### src/rtl/steer_en.sv
// Rider-presence and steering-enable controller.
// Watches the left/right load cells, reports when nobody is on the platform,
// and only permits steering once the rider has stood balanced for a full
// qualification period.
module steer_en #(
    parameter bit          FAST_SIM     = 1'b0,
    parameter logic [11:0] MIN_RIDER_WT = 12'h200
) (
    input  logic        clk,
    input  logic        rst_n,
    input  logic [11:0] lft_ld,
    input  logic [11:0] rght_ld,
    output logic        en_steer,
    output logic        rider_off
);

    // 15 bits gives a short qualification for simulation; 26 bits is ~1.34 s at 50 MHz.
    localparam int TW = FAST_SIM ? 15 : 26;

    typedef enum logic [1:0] {
        IDLE     = 2'd0,
        WAIT     = 2'd1,
        STEER_EN = 2'd2
    } state_t;

    state_t          state_q, state_d;
    logic [TW-1:0]   tmr_q, tmr_d;
    logic            en_steer_q, en_steer_d;
    logic            rider_off_q, rider_off_d;

    logic [12:0] sum;
    logic [11:0] abs_diff;
    logic [12:0] sum_15_16;
    logic        sum_lt_min;
    logic        diff_gt_1_4;
    logic        diff_gt_15_16;
    logic        tmr_full;

    // Load-cell arithmetic; A2D outputs are already flopped so no input stage.
    always_comb begin
        sum           = {1'b0, lft_ld} + {1'b0, rght_ld};
        abs_diff      = (lft_ld >= rght_ld) ? (lft_ld - rght_ld) : (rght_ld - lft_ld);
        sum_15_16     = sum - (sum >> 4);
        sum_lt_min    = sum < {1'b0, MIN_RIDER_WT};
        diff_gt_1_4   = {1'b0, abs_diff} > (sum >> 2);
        diff_gt_15_16 = {1'b0, abs_diff} > sum_15_16;
        tmr_full      = &tmr_q;
    end

    // Next-state, timer control and registered outputs.
    always_comb begin
        state_d     = state_q;
        tmr_d       = tmr_q;
        en_steer_d  = en_steer_q;
        rider_off_d = rider_off_q;
        unique case (state_q)
            IDLE: begin
                en_steer_d  = 1'b0;
                rider_off_d = 1'b1;
                if (!sum_lt_min) begin
                    state_d     = WAIT;
                    tmr_d       = '0;
                    rider_off_d = 1'b0;
                end
            end
            WAIT: begin
                en_steer_d  = 1'b0;
                rider_off_d = 1'b0;
                if (sum_lt_min) begin
                    state_d     = IDLE;
                    rider_off_d = 1'b1;
                end else if (diff_gt_1_4) begin
                    // Any lean restarts the whole qualification period.
                    tmr_d = '0;
                end else if (tmr_full) begin
                    state_d    = STEER_EN;
                    en_steer_d = 1'b1;
                end else begin
                    tmr_d = tmr_q + {{(TW-1){1'b0}}, 1'b1};
                end
            end
            STEER_EN: begin
                en_steer_d  = 1'b1;
                rider_off_d = 1'b0;
                if (sum_lt_min) begin
                    state_d     = IDLE;
                    en_steer_d  = 1'b0;
                    rider_off_d = 1'b1;
                end else if (diff_gt_15_16) begin
                    state_d    = WAIT;
                    tmr_d      = '0;
                    en_steer_d = 1'b0;
                end
            end
            default: begin
                state_d     = IDLE;
                tmr_d       = '0;
                en_steer_d  = 1'b0;
                rider_off_d = 1'b1;
            end
        endcase
    end

    // State, timer and output registers with asynchronous reset.
    always_ff @(posedge clk or negedge rst_n) begin
        if (!rst_n) begin
            state_q     <= IDLE;
            tmr_q       <= '0;
            en_steer_q  <= 1'b0;
            rider_off_q <= 1'b1;
        end else begin
            state_q     <= state_d;
            tmr_q       <= tmr_d;
            en_steer_q  <= en_steer_d;
            rider_off_q <= rider_off_d;
        end
    end

    assign en_steer  = en_steer_q;
    assign rider_off = rider_off_q;

endmodule

### config.mk
export PLATFORM = sky130hd
export DESIGN_NAME = steer_en
export DESIGN_NICKNAME = d
export VERILOG_FILES = /design/src/rtl/steer_en.sv
export SDC_FILE = /design/constraint.sdc
export NUM_CORES = 1
export LEC_CHECK = 0
export ABC_CLOCK_PERIOD_IN_PS = 3480
export CAP_MARGIN = 40
export CORE_ASPECT_RATIO = 1.5
export CORE_MARGIN = 2
export CORE_UTILIZATION = 50
export CTS_CLUSTER_DIAMETER = 150
export DETAILED_ROUTE_END_ITERATION = 8
export PLACE_DENSITY_LB_ADDON = 0.05
export SETUP_SLACK_MARGIN = 0.05
export SYNTH_ARGS = -nofsm -noshare
export SYNTH_HDL_FRONTEND = slang
export SYNTH_SLANG_ARGS = --single-unit
### constraint.sdc
create_clock -name clk -period 3.48 [get_ports clk]
set_input_delay 0.696 -clock clk [delete_from_list [all_inputs] [get_ports clk]]
set_output_delay 0.696 -clock clk [all_outputs]
set_load 0.01 [all_outputs]
==> results.md <==
- Share of the synthesized area in the top cell type: 0.1792
- Leak: 3.599 nW
- Filler cells: 617
- Area delta synth->final: 54.62%
- Hold Startpoint: tmr_q[0]
- Vert. Die Dim: 124.2 microns
- Min cycle time layout: 5.624 ns
- WL final: 16.51 mm
- Setup TNS: -59.63 ns
- GRT Resource Usage Total: 0.3069
- Outcome: complete, but fails checks
- Clk_lat worst skew: 0.28 ns
- GR Overflow Total: 0
- Post-synth EDFFs: 0
- Setup WS post-layout: -2.144 ns
- Port Buffer Count: 27
- Hold Path Depth: 1
- Drc violations: 0
- WHS Endpoint: tmr_q[0]
- DR vias/cell: 5.971
- Yosys warns: 0
- Fin util: 0.8002
- Ys flop type: dfrtp_1
- Critical path endpoint category: register
- Nets: 905
- CTS tree: done
- Tcrit/Tclk final: 1.616
- Fin. Hold Viols: 0
- Synth cell count leaders: ha_1, inv_1, a21oi_1, nor2_1, nand2_1
- I/O pin cnt: 28
- Asr flop ratio synth: 1.000
- Starting DRT DRC Count: 243
- Via count: 5487
- CTS clk-pin slew, worst paths: 0.05 ns
- Final GP Congestion: 0.9268
- Clock Tree Buf Depth: 2
- Hold WC Path Type: reg -> reg
- Clock Skews: 0.003401 ns
- CP required: 3.64 ns
- Number of clock buffers inserted by TritonCTS: 5
- Total clock sinks: 30
- Reg2reg end: tmr_q[19]
- RSZ-0062 raised after global routing: yes
- Tightest Pin Transition: 0.5319 ns
- CTS Root Cell: clkbuf_16
- Final setup viols: 29
- Max-slew violation count: 0
- Area leader, netlist: ha_1
- First-pass GRT wire length: 26.34 mm
- Slew HR: 0.6438
- Vias in the first global route: 5903
- Synth Area per Inst: 8.137 sq um
- Synth cell types: 81
- Final Power: 3.530 mW
- Core ar.: 0.009308 sq mm
- VDD IR-drop max: 0.0007496 V
- First-pass DRT Iterations: 5
- P per Cell Area: 473.9 mW/mm^2
- Failing checks: setup timing
- Hpwl dp: 11.82 mm
- FF-to-FF path depth: 13
- Max Freq: 177.8 MHz
- Die X: 84.14 microns
- Worst Path Arrival: 5.79 ns
- CP Class: in -> reg
- Sequential share of the synthesized area: 0.1561
- Initial antenna violation count: 0
- Crit Path Max Fanout: 5
- Die area: 0.01045 sq mm
- Cell row count: 43
- Reg2reg start: tmr_q[0]
- Layout cells sized above 1: 0.4374
- Drt wl/cell: 17.97 microns
- Top cells by area, synth: ha_1, dfrtp_1, xnor2_1
- Max-cap violation count: 0
- Mapped Nets: 691
- Initial core utilization: 0.5175
- CP startpoint kind: input port
- # diodes: 0
- Hold_buf cts: 0
- R2R setup slack: 0.36 ns
- Largest net degree at the start of global routing: 31
- Register bit total from synthesis: 30
- # H-tree levels: 2
- Antenna-violating nets left: 0
- Count leader, synth: ha_1
- Mapped cell area: 0.004817 sq mm
- Cells after Synth: 592
cells in the final DEF (no fill, tap or decap), types with 19 or more instances in the layout:
cell type | Yosys | routed
buf_4 | 1 | 181
ha_1 | 69 | 49
inv_1 | 55 | 41
nor2_1 | 39 | 36
nand2_1 | 37 | 35
dfrtp_1 | 29 | 29
a21oi_1 | 39 | 27
and3_1 | 24 | 24
xnor2_1 | 24 | 20
nand3_1 | 22 | 19
flip-flops by register name, summed over array words and instances (netlist names):
name	cells
tmr_q	26
state_q	2
en_steer	1
rider_off	1
layer usage:
metal	GRT usage	vias up	wire length [microns]
met3	0.02588	88	391
met1	0.2858	2614	5614
met4	0.2296	0	1249
li1	-	2617	-
met2	0.5948	168	9254
met5	0	-	0
final cells by class:
cell class / instances / area, sq um / area share
clock buffers: 6 / 138.9 / 0.01865
clock inverters: 2 / 12.51 / 0.001680
inverters: 57 / 219.0 / 0.02940
multi-input cells: 490 / 4427 / 0.5943
flip-flops and latches: 30 / 752.0 / 0.1010
well taps: 112 / 140.1 / 0.01881
repair buffers: 222 / 1759 / 0.2362
where the power goes:
group          switching [mW]  internal (mW)  leakage (nW)
logic                    1.35           1.35          3.11
registers              0.0138          0.364         0.412
clock network           0.166          0.283        0.0729
total                    1.53           2.00          3.60
per-stage QoR:
stage | hold WS (ns) | setup slack [ns] | std cells | instance area, sq um
3_3_place_gp | 0.4892 | -2.875 | 878 | 6447
4_1_cts | 0.5161 | -1.961 | 912 | 7301
2_1_floorplan | 0.4004 | -2.037 | 592 | 4925
5_1_grt | 0.5506 | -2.341 | 919 | 7448
3_5_place_dp | 0.5111 | -2.770 | 879 | 6459
6_report | 0.5128 | -2.144 | 919 | 7448
repair_timing:
action                     CTS  global route
resized for setup          158            24
pin swaps                   73            26
gates cloned                 3             1
setup buffers               22             6
setup endpoints to repair   30            30
worst max-delay path by stage:
| stage | startpoint | to | slack (ns) | cells past startpoint |
|---|---|---|---|---|
| 2_1_floorplan | rght_ld[3] | tmr_q[20] | -2.04 | 27 |
| 3_3_place_gp | lft_ld[0] | tmr_q[19] | -2.87 | 27 |
| 3_5_place_dp | lft_ld[0] | tmr_q[18] | -2.77 | 27 |
| 4_1_cts | rght_ld[0] | tmr_q[20] | -1.96 | 28 |
| 5_1_grt | rght_ld[0] | tmr_q[13] | -2.34 | 29 |
| 6_report | rght_ld[0] | tmr_q[20] | -2.14 | 28 |
logic make-up after synthesis:
logic type               after synthesis  share of synthesized area
AND/OR/NAND/NOR                      209                     0.2374
buffers and inverters                 75                    0.06675
AO/OA/AOI/OAI                        157                     0.2429
multiplexers                          10                    0.02208
adder cells (fa/ha/maj)               75                     0.2005
XOR/XNOR                              36                    0.07429
flip-flops                            30                     0.1561
worst max-delay path, cell delays in order:
cell	delay (ns)
buf_8	0.10
ha_4	0.15
inv_2	0.06
fa_2	0.23
o21bai_4	0.08
o211ai_1	0.45
nand2_1	0.17
xnor2_2	0.30
ha_4	0.27
a21oi_4	0.18
o41ai_4	0.09
a21o_1	0.20
a21oi_2	0.14
o21bai_1	0.10
a21oi_2	0.18
nand2_1	0.09
xnor2_1	0.15
ha_1	0.35
nand3_2	0.12
nor4_2	0.06
a21oi_2	0.14
o21ai_2	0.09
buf_6	0.13
o311ai_4	0.32
nand2_4	0.13
buf_12	0.16
a31o_4	0.23
a221o_2	0.39
Note: power is estimated with default switching activity, not from simulation.
